--- config.mk ---
export PLATFORM = sky130hd
export DESIGN_NAME = bcrypt_result_rx
export DESIGN_NICKNAME = d
export VERILOG_FILES = /design/src/rtl/bcrypt_result_rx.sv
export SDC_FILE = /design/constraint.sdc
export NUM_CORES = 1
export LEC_CHECK = 0
export CAP_MARGIN = 5
export CELL_PAD_IN_SITES_DETAIL_PLACEMENT = 1
export CELL_PAD_IN_SITES_GLOBAL_PLACEMENT = 2
export CORE_MARGIN = 4
export CORE_UTILIZATION = 46
export DETAILED_ROUTE_END_ITERATION = 16
export PLACE_DENSITY_LB_ADDON = 0.1
export SLEW_MARGIN = 10
export SYNTH_ARGS = -nofsm -noshare
export SYNTH_HDL_FRONTEND = slang
export SYNTH_SLANG_ARGS = --single-unit
--- constraint.sdc ---
create_clock -name CLK -period 5.79 [get_ports CLK]
set_input_delay 0.8685 -clock CLK [delete_from_list [all_inputs] [get_ports CLK]]
set_output_delay 0.8685 -clock CLK [all_outputs]
set_load 0.05 [all_outputs]
--- src/rtl/bcrypt_result_rx.sv ---
// bcrypt_result_rx: receives the bcrypt core's 1-bit serial result packet and drains it as 32-bit words.
// Optional header timeout is compiled in when BCRYPT_RX_TIMEOUT_EN is defined.
module bcrypt_result_rx #(
  parameter int unsigned N_WORDS        = 8,
  parameter int unsigned TIMEOUT_CYCLES = 255
) (
  input  logic        CLK,
  input  logic        rst,
  input  logic        core_empty,
  input  logic        core_dout,
  output logic        core_rd_en,
  output logic        out_valid,
  input  logic        out_ready,
  output logic [31:0] out_data,
  output logic        out_last,
  output logic        busy,
  output logic        err
);

  localparam int unsigned       WIDX_W   = (N_WORDS > 1) ? $clog2(N_WORDS) : 1;
  localparam logic [WIDX_W-1:0] LAST_IDX = WIDX_W'(N_WORDS - 1);

  localparam logic [1:0] IDLE     = 2'd0;
  localparam logic [1:0] WAIT_HDR = 2'd1;
  localparam logic [1:0] RECV     = 2'd2;
  localparam logic [1:0] DRAIN    = 2'd3;

  logic [1:0]        state_q, state_d;
  logic [4:0]        bit_cnt_q, bit_cnt_d;
  logic [WIDX_W-1:0] word_idx_q, word_idx_d;
  logic [WIDX_W-1:0] next_idx;
  logic              core_rd_en_d, out_valid_d, out_last_d, err_d;
  logic [31:0]       out_data_d;
  logic [31:0]       word_buf_q [N_WORDS];
  logic [31:0]       recv_word;
  logic              handshake;
  logic              tmo_hit;

  assign handshake = out_valid & out_ready;
  assign next_idx  = word_idx_q + 1'b1;
  assign busy      = (state_q != IDLE);

  // Current word with the incoming bit merged in at position bit_cnt.
  always_comb begin
    recv_word            = word_buf_q[word_idx_q];
    recv_word[bit_cnt_q] = core_dout;
  end

  always_ff @(posedge CLK) begin
    if (state_q == RECV) begin
      word_buf_q[word_idx_q] <= recv_word;
    end
  end

`ifdef BCRYPT_RX_TIMEOUT_EN
  localparam int unsigned TMO_W = $clog2(TIMEOUT_CYCLES + 1);

  logic [TMO_W-1:0] tmo_cnt_q, tmo_cnt_d;

  assign tmo_hit = (tmo_cnt_q == TMO_W'(TIMEOUT_CYCLES - 1));

  always_comb begin
    tmo_cnt_d = '0;
    if (state_q == WAIT_HDR && !core_dout && !tmo_hit) begin
      tmo_cnt_d = tmo_cnt_q + 1'b1;
    end
  end

  always_ff @(posedge CLK) begin
    if (rst) begin
      tmo_cnt_q <= '0;
    end else begin
      tmo_cnt_q <= tmo_cnt_d;
    end
  end
`else
  assign tmo_hit = 1'b0;
`endif

  always_comb begin
    state_d      = state_q;
    bit_cnt_d    = bit_cnt_q;
    word_idx_d   = word_idx_q;
    core_rd_en_d = 1'b0;
    out_valid_d  = out_valid;
    out_last_d   = out_last;
    out_data_d   = out_data;
    err_d        = 1'b0;
    unique case (state_q)
      IDLE: begin
        if (!core_empty) begin
          core_rd_en_d = 1'b1;
          state_d      = WAIT_HDR;
        end
      end
      WAIT_HDR: begin
        if (core_dout) begin
          state_d    = RECV;
          bit_cnt_d  = '0;
          word_idx_d = '0;
        end else if (tmo_hit) begin
          err_d   = 1'b1;
          state_d = IDLE;
        end
      end
      RECV: begin
        bit_cnt_d = bit_cnt_q + 5'd1;
        if (bit_cnt_q == 5'd31) begin
          if (word_idx_q == LAST_IDX) begin
            state_d     = DRAIN;
            word_idx_d  = '0;
            out_valid_d = 1'b1;
            // A single-word packet finishes its only word on this very edge.
            out_data_d  = (N_WORDS == 1) ? recv_word : word_buf_q[0];
            out_last_d  = (N_WORDS == 1);
          end else begin
            word_idx_d = next_idx;
          end
        end
      end
      DRAIN: begin
        if (handshake) begin
          if (out_last) begin
            out_valid_d = 1'b0;
            out_last_d  = 1'b0;
            word_idx_d  = '0;
            state_d     = IDLE;
          end else begin
            word_idx_d = next_idx;
            out_data_d = word_buf_q[next_idx];
            out_last_d = (next_idx == LAST_IDX);
          end
        end
      end
      default: state_d = IDLE;
    endcase
  end

  always_ff @(posedge CLK) begin
    if (rst) begin
      state_q    <= IDLE;
      bit_cnt_q  <= '0;
      word_idx_q <= '0;
      core_rd_en <= 1'b0;
      out_valid  <= 1'b0;
      out_last   <= 1'b0;
      out_data   <= '0;
      err        <= 1'b0;
    end else begin
      state_q    <= state_d;
      bit_cnt_q  <= bit_cnt_d;
      word_idx_q <= word_idx_d;
      core_rd_en <= core_rd_en_d;
      out_valid  <= out_valid_d;
      out_last   <= out_last_d;
      out_data   <= out_data_d;
      err        <= err_d;
    end
  end

endmodule

==> reports/qor.yml, run 1 <==
maxSlewHeadroom: 0.226
cts_max_level: 2
cp.required_ns: 6.14
crit_type: "reg2reg"
switching_power_uw: 1760
syn_to_final_growth_pct: 13.5
clkTransAtPathRegs_ns: 0.06
arrival_ns: 3.80
wl_met1_mm: 16.8
min_period_over_period: 0.596
cts_setup_buffers: 0
grt_pass1_wl_mm: 60.7
worst_pin_slew_ns: 1.16
num_io_pins: 42
die_h_um: 184
cts_hold_buf: 0
drt_iter0_drc: 811
post-place-ws_ns: 2.33
vdd_drop_max_mv: 0.199
wl_met2_mm: 20.4
worst_clock_skew_ns: 0.0132
antenna_cells: 0
cp_max_fo: 36
period_minus_slack_ns: 3.45
yosysSeqAreaShare: 0.605
synth_fp_nets: 947
avgSynthCellArea_um2: 15.4
grt_max_degree: 49
clk-insertion-delay-late_ns: 0.51
routed_via_density: 6.44
dp.cells: 1316
hold_viol: 0
portBuffers: 40
cellLeakagePower_uw: 0.00493
netlist-cell-type-count: 39
start_kind: "flip-flop"
finalWorstSetupSlack_ns: 2.34
antenna_found_initial: 0
p_sw_frac: 0.283
p_per_area_mw_per_mm2: 383
clock.fmax_ghz: 0.290
gr-usage-all-layers: 0.239
first_pass_iters: 6
drive_gt1_frac: 0.224
synthFlopType: "edfxtp_1"
pwr-share-seq: 0.439
gp_congestion: 0.759
maxUsedRoutingLayer: "met4"
clock_power_share: 0.359
vias: 8866
drv_cap: 0
slew_violations: 0
routed-wl-met3_mm: 2.32
dieArea_mm2: 0.0339
cts-root-buf: "clkbuf_16"
cts-resized-gates: 0
synth_cells: 929
fin_cells: 1377
synth-seq-cells: 304
ys_warn_count: 0
cts.sinks: 304
clock_path_buffers: 3
yosys-top-cells-area: "edfxtp_1 (54%), mux4_2 (20%), dfxtp_1 (6.7%)"
r2r_cells: 8
status: "completed"
combPwrFrac: 0.201
route.detailed.drc: 0
rsz0062_at_grt: "no"
power.internal_uw: 4460
final_nets: 974
numCtsBuffers: 34
yosysTopAreaCell: "edfxtp_1"
wl_per_cell_um: 29.2
hpwl_mm: 22.4
min_path_cells: 2
hold_path_class: "reg2reg"
yosysTopAreaCellShare: 0.538
std_cell_rows: 64
die_w_um: 184
grt_overflow: 0
end_kind: "flip-flop"
synthTopCellsByCount: "edfxtp_1 (256), mux4_2 (128), nand2_1 (128), nor2_1 (78), a21oi_1 (70)"
netlist_area_mm2: 0.0143
ant_nets: 0
core_area_mm2: 0.0306
cts_tree: "built"
totalWireLength_mm: 40.2
first_global_vias: 9495
yosysMostFrequentCell: "edfxtp_1"
setup_violations: 0
synth_edf_count: 256
setup_tns_ns: 0
postSynth.asyncResetShare: 0
start_util: 0.467
[cell families (layout without fill, tap and decap cells)]
family / count (synthesis) / in the layout / synth area share
AO/OA/AOI/OAI: 119 / 119 / 0.0552
adder cells (fa/ha/maj): 13 / 13 / 0.0114
buffers and inverters: 79 / 131 / 0.0282
flip-flops: 304 / 304 / 0.605
multiplexers: 163 / 163 / 0.226
other: 1 / 1 / 0.000262
AND/OR/NAND/NOR: 250 / 250 / 0.0735
[power by group through the flow]
stage	logic, uW	registers, uW	clock network [uW]
floorplan	791	2820	0
global placement	1200	2760	0
detailed placement	1250	2780	0
CTS	1260	2730	2280
global route	1350	2740	2390
finish	1250	2730	2230
[metal layers]
metal,track usage,vias to the layer above
met3,0.0385,67
met1,0.326,4762
li1,-,3717
met4,0.0503,0
met5,0,-
met2,0.410,320
[area by class of cell]
class,instances,area (um2)
clock buffer,45,943
clock inverter,16,214
fill,2895,14400
inverter,8,30.0
multi-input combinational,546,5320
sequential,304,8660
tap,396,495
timing repair buffer,62,561
[cell usage in the layout, fill, tap and decap left out, types with 5 or more instances in the layout]
master,Yosys,routed
a21oi_1,70,70
a311o_1,32,32
and3_1,5,5
buf_4,4,22
bufinv_16,0,5
clkbuf_1,30,7
clkbuf_16,0,35
clkdlybuf4s50_1,0,39
dfxtp_1,48,45
edfxtp_1,256,256
ha_1,13,10
inv_1,7,7
mux2i_1,35,35
mux4_2,128,128
nand2_1,128,128
nand2b_1,8,8
nand3_1,10,10
nor2_1,78,72
nor2_4,0,6
o21ai_0,8,8
[per-stage QoR]
| stage | hold WS [ns] | cell area [um2] | util | total power, uW |
|---|---|---|---|---|
| after detailed placement | 0.448 | 15100 | 0.492 | 4030 |
| after CTS | 0.461 | 16200 | 0.530 | 6270 |
| after floorplan | 0.478 | 14300 | - | 3610 |
| final | 0.459 | 16200 | 0.530 | 6220 |
| after global routing | 0.477 | 16200 | 0.530 | 6480 |
| after global placement | 0.442 | 15100 | 0.492 | 3960 |
[worst paths after layout]
| check | end | slack [ns] | startpoint |
|---|---|---|---|
| worst max-delay path | out_data[5]$_SDFFE_PP0P_ | 2.34 | bit_cnt_q[0]$_SDFFE_PP0P_ |
| worst min-delay path | out_data[30]$_SDFFE_PP0P_ | 0.46 | out_data[30]$_SDFFE_PP0P_ |
| worst max register to register | out_data[5]$_SDFFE_PP0P_ | 2.34 | bit_cnt_q[0]$_SDFFE_PP0P_ |
| worst min register to register | out_data[30]$_SDFFE_PP0P_ | 0.46 | out_data[30]$_SDFFE_PP0P_ |
[worst max-delay path, cell delays in order, from the launching register on]
cell and delay (ns):
dfxtp_1 0.36, ha_1 0.43, and3_1 0.32, ha_1 0.23
and3_1 0.24, o22ai_4 0.85, buf_4 0.58, a311o_1 0.19
a21oi_1 0.07
[registers in the layout, summed over array words and instances (netlist names), named ones only]
register,flops
word_buf_q,256
word_idx_q,3
out_valid,1
out_data,32
bit_cnt_q,5
out_last,1
state_q,2
core_rd_en,1
(Power assumes the default switching activity.)
==> run 2, diff against run 1 <==
--- a/config.mk
+++ b/config.mk
@@ -9,7 +9,7 @@
 export CELL_PAD_IN_SITES_DETAIL_PLACEMENT = 1
 export CELL_PAD_IN_SITES_GLOBAL_PLACEMENT = 2
 export CORE_MARGIN = 4
-export CORE_UTILIZATION = 46
+export CORE_UTILIZATION = 42
 export DETAILED_ROUTE_END_ITERATION = 16
 export PLACE_DENSITY_LB_ADDON = 0.1
 export SLEW_MARGIN = 10
==> constraint.sdc (replaced) <==
create_clock -name CLK -period 3.11 [get_ports CLK]
set_input_delay 0.4665 -clock CLK [delete_from_list [all_inputs] [get_ports CLK]]
set_output_delay 0.4665 -clock CLK [all_outputs]
set_load 0.05 [all_outputs]
==> run 2 against run 1 <==
Net effect: register-to-register slack worse by 1.7 ns; wire length up 1.7%; first-iteration DRC count down 24%; clock power up 76%; hold slack worse by 0.0037 ns; critical path type is now reg2out; non-clock buffer count up 23; cell area up 1.8%; largest power group unchanged; cell count up 5.5%; global-route usage down 1.5 points.
==> reports/qor.yml, run 2 (synthesized netlist as in run 1, its figures left out) <==
setup_violations: 0
cts.sinks: 304
power_uw: 11400
r2r_cells: 8
first_pass_iters: 5
holdCritStartpoint: "out_data[12]$_SDFFE_PP0P_"
gr-usage-all-layers: 0.224
final_cell_mix: "edfxtp_1 (256), nand2_1 (128), mux4_2 (128)"
rsz0062_at_grt: "no"
min_period_over_period: 0.840
drv_cap: 0
crit_type: "reg2out"
dieArea_mm2: 0.0370
cts-root-buf: "clkbuf_16"
core_area_mm2: 0.0335
hpwl_mm: 24.7
min_path_cells: 2
syn_to_final_growth_pct: 15.5
wl_met1_mm: 17.2
vdd_drop_max_mv: 0.459
end_kind: "output pin"
finalWorstSetupSlack_ns: 0.497
cp_max_fo: 4
num_io_pins: 42
hold_path_class: "reg2reg"
final_nets: 999
route.detailed.drc: 0
start_kind: "flip-flop"
clk-insertion-delay-late_ns: 0.51
holdPathEnd: "out_data[12]$_SDFFE_PP0P_"
die_w_um: 192
fin_cells: 1453
top_regs: "word_buf_q x256, out_data x32, bit_cnt_q x5"
gp_congestion: 0.758
drive_gt1_frac: 0.243
vias: 8847
cts_setup_buffers: 0
maxSlewHeadroom: 0.429
cts-resized-gates: 0
antenna_cells: 0
cp.required_ns: 2.64
maxUsedRoutingLayer: "met4"
r2r_slack_ns: 0.59
cts_tree: "built"
clock_path_buffers: 3
place_area_mm2: 0.0154
std_cell_rows: 67
antenna_found_initial: 0
largest-register: "word_buf_q"
status: "completed"
die_h_um: 192
fin_area_mm2: 0.0165
p_per_area_mw_per_mm2: 691
worst_clock_skew_ns: 0.0212
clock.fmax_ghz: 0.383
wl_per_cell_um: 28.1
routed-wl-met3_mm: 2.03
reg2reg_from: "bit_cnt_q[1]$_SDFFE_PP0P_"
setup_tns_ns: 0
clkTransAtPathRegs_ns: 0.06
routed_via_density: 6.09
first_global_vias: 9553
grt_max_degree: 43
drt_iter0_drc: 617
cellLeakagePower_uw: 0.00507
start_util: 0.426
layout_commonest_cell: "edfxtp_1"
post-place-ws_ns: 0.594
numCtsBuffers: 36
period_minus_slack_ns: 2.61
largest_reg_flops: 256
totalWireLength_mm: 40.9
ant_nets: 0
portBuffers: 40
grt_pass1_wl_mm: 61.2
slew_violations: 0
cts_max_level: 2
worstReg2RegEnd: "out_data[8]$_SDFFE_PP0P_"
wl_met2_mm: 20.7
arrival_ns: 2.15
grt_overflow: 0
dp.cells: 1391
hold_viol: 0
cts_hold_buf: 0
worst_pin_slew_ns: 0.847
run 2: worst max-delay path, stage by stage, from the launching register on:
cell and delay [ns]:
dfxtp_1 0.38, inv_1 0.11, ha_1 0.26, inv_1 0.08, clkdlybuf4s50_1 0.80
run 2: where the power goes:
part,switching [uW],internal (uW),total [uW]
clock,1590,2340,3930
combinational,1510,871,2380
sequential,174,4920,5100
total,3270,8140,11400
run 2: layout make-up:
cell class | count | area, um2
fill | 3254 | 17000
inverter | 8 | 30.0
sequential | 304 | 8660
clock buffer | 48 | 1010
clock inverter | 14 | 90.1
tap | 448 | 561
multi-input combinational | 546 | 5330
timing repair buffer | 85 | 833
run 2: worst max-delay path by stage:
stage	startpoint	to	cells past startpoint
floorplan	word_idx_q[0]$_SDFFE_PP0P_	word_buf_q[3][0]$_DFFE_PP_	4
global placement	bit_cnt_q[0]$_SDFFE_PP0P_	out_data[11]$_SDFFE_PP0P_	8
detailed placement	bit_cnt_q[1]$_SDFFE_PP0P_	out_data[8]$_SDFFE_PP0P_	8
CTS	state_q[0]$_SDFFE_PP0P_	busy	4
global route	state_q[0]$_SDFFE_PP0P_	busy	4
finish	state_q[0]$_SDFFE_PP0P_	busy	4
run 2: stage by stage:
stage	util	hold WS, ns
after floorplan	-	0.478
after global placement	0.460	0.442
after detailed placement	0.460	0.450
after CTS	0.492	0.458
after global routing	0.492	0.476
final	0.492	0.455
run 2: metal layers:
metal / global-route usage / vias up
li1: - / 3765
met4: 0.0581 / 0
met2: 0.384 / 273
met1: 0.303 / 4743
met5: 0 / -
met3: 0.0311 / 66
==> run 3, diff against run 2 <==
--- a/config.mk
+++ b/config.mk
@@ -9,7 +9,7 @@
 export CELL_PAD_IN_SITES_DETAIL_PLACEMENT = 1
 export CELL_PAD_IN_SITES_GLOBAL_PLACEMENT = 2
 export CORE_MARGIN = 4
-export CORE_UTILIZATION = 42
+export CORE_UTILIZATION = 46
 export DETAILED_ROUTE_END_ITERATION = 16
 export PLACE_DENSITY_LB_ADDON = 0.1
 export SLEW_MARGIN = 10
==> constraint.sdc (replaced) <==
create_clock -name CLK -period 2.51 [get_ports CLK]
set_input_delay 0.3765 -clock CLK [delete_from_list [all_inputs] [get_ports CLK]]
set_output_delay 0.3765 -clock CLK [all_outputs]
set_load 0.05 [all_outputs]
==> run 3 against run 2 <==
Net effect: sequential share of layout area shrank 0.62 points; clock power grew 29%; sequential power grew 23%; critical path depth grew 3; total power grew 26%; combinational power grew 27%; cell area grew 1.2%; global-route usage grew 1.6 points; register-to-register slack lost 0.42 ns; core utilization grew 5.4 points; critical endpoint is now out_data[7]$_SDFFE_PP0P_; largest cell class unchanged; largest power group unchanged.
==> reports/qor.yml, run 3 (synthesized netlist as in run 1, its figures left out) <==
status: "completed"
grt_max_degree: 37
worstPathCellList: "clkinv_1 > ha_2 > buf_4 > mux4_2 > nand2_1 > a311o_1 > a21oi_1"
crit_slowest_cell: "ha_2"
layout_commonest_cell: "edfxtp_1"
num_io_pins: 42
start_util: 0.467
dp.cells: 1348
combPwrFrac: 0.210
cts_max_level: 2
largest_reg_flops: 256
end_kind: "flip-flop"
clock.fmax_ghz: 0.428
hold_path_class: "in2reg"
drive_gt1_frac: 0.250
worst_pin_slew_ns: 0.749
first_global_vias: 9719
vias: 8969
cts_tree: "built"
reg2reg_from: "word_idx_q[0]$_SDFFE_PP0P_"
antenna_found_initial: 0
grt_pass1_wl_mm: 61.0
pwr-share-seq: 0.437
final_core_util: 0.546
route.detailed.drc: 0
cp.required_ns: 2.95
cts_hold_buf: 0
drv_cap: 0
clock_path_buffers: 3
holdPathEnd: "word_idx_q[0]$_SDFFE_PP0P_"
portBuffers: 40
totalWireLength_mm: 39.9
routed_via_density: 6.34
gp_congestion: 0.772
worst_clock_skew_ns: 0.0184
final_nets: 1008
cts-root-buf: "clkbuf_16"
r2r_slack_ns: 0.17
core_area_mm2: 0.0306
clock_power_share: 0.352
cts.sinks: 304
fin_cells: 1414
maxSlewHeadroom: 0.495
die_w_um: 184
rsz0062_at_grt: "no"
largest-register: "word_buf_q"
arrival_ns: 2.78
worst_path_largest_cell_delay_ns: 0.53
switching_power_uw: 4120
wl_per_cell_um: 28.2
p_per_area_mw_per_mm2: 860
min_path_cells: 2
clk-insertion-delay-late_ns: 0.52
gr-usage-all-layers: 0.240
dieArea_mm2: 0.0339
cts-resized-gates: 1
slew_violations: 0
top_regs: "word_buf_q x256, out_data x32, bit_cnt_q x5"
power.internal_uw: 10200
setup_violations: 0
start_kind: "flip-flop"
first_pass_iters: 5
nFillCells: 2899
grt_overflow: 0
die_h_um: 184
antenna_cells: 0
crit_type: "reg2reg"
cts_setup_buffers: 0
period_minus_slack_ns: 2.34
worstReg2RegEnd: "out_data[7]$_SDFFE_PP0P_"
hold_viol: 0
final_cell_mix: "edfxtp_1 (256), nand2_1 (128), mux4_2 (128)"
min_period_over_period: 0.931
numCtsBuffers: 36
p_sw_frac: 0.287
holdCritStartpoint: "rst"
hpwl_mm: 24.4
cp_max_fo: 19
ant_nets: 0
vdd_drop_max_mv: 0.587
cellLeakagePower_uw: 0.00517
drt_iter0_drc: 816
std_cell_rows: 64
syn_to_final_growth_pct: 16.9
clkTransAtPathRegs_ns: 0.06
r2r_cells: 7
run 3: layout make-up:
type	count	area, um2	area share
clock inverter	18	119	0.00711
inverter	8	30.0	0.00180
multi-input combinational	546	5330	0.319
clock buffer	48	1050	0.0628
sequential	304	8660	0.518
timing repair buffer	94	1020	0.0613
tap	396	495	0.0297
run 3: through the flow:
stage | setup WS (ns) | setup TNS (ns) | cell area, um2 | hold slack [ns] | total power, uW
floorplan | -0.351 | -68.95 | 14300 | 0.453 | 8330
global placement | 0.205 | 0 | 15500 | 0.441 | 9260
detailed placement | 0.110 | 0 | 15500 | 0.446 | 9410
CTS | 0.173 | 0 | 16700 | 0.322 | 14500
global route | 0.0263 | 0 | 16700 | 0.342 | 15000
finish | 0.174 | 0 | 16700 | 0.337 | 14400
run 3: routing by layer:
layer  GRT usage  wire [um]
met5           0          0
met4      0.0624        964
met3      0.0336       1810
met2       0.411      20100
met1       0.326      17100
run 3: critical path: cells and delay by family, from the launching register on:
family / cells / cell delay, ns
AOI/OAI and AO/OA: 2 / 0.56
adders and majority gates: 1 / 0.53
buffers and inverters: 2 / 0.48
DFF: 1 / 0.37
muxes: 1 / 0.27
and+or+nand+nor: 1 / 0.06
run 3: how the worst max path moves through the flow:
| stage | startpoint | to | slack [ns] |
|---|---|---|---|
| 2_1_floorplan | word_idx_q[0]$_SDFFE_PP0P_ | word_buf_q[3][0]$_DFFE_PP_ | -0.35 |
| 5_1_grt | word_idx_q[0]$_SDFFE_PP0P_ | out_data[7]$_SDFFE_PP0P_ | 0.03 |
| 3_3_place_gp | word_idx_q[0]$_SDFFE_PP0P_ | out_data[7]$_SDFFE_PP0P_ | 0.21 |
| 6_report | word_idx_q[0]$_SDFFE_PP0P_ | out_data[7]$_SDFFE_PP0P_ | 0.17 |
| 4_1_cts | word_idx_q[0]$_SDFFE_PP0P_ | out_data[7]$_SDFFE_PP0P_ | 0.17 |
| 3_5_place_dp | core_dout | bit_cnt_q[2]$_SDFFE_PP0P_ | 0.11 |
run 3: power by group through the flow:
stage | Clock [uW] | Combinational [uW] | Sequential [uW]
floorplan | 0 | 1830 | 6500
global route | 5400 | 3270 | 6310
detailed placement | 0 | 3030 | 6380
finish | 5060 | 3020 | 6280
global placement | 0 | 2910 | 6360
CTS | 5150 | 3040 | 6280
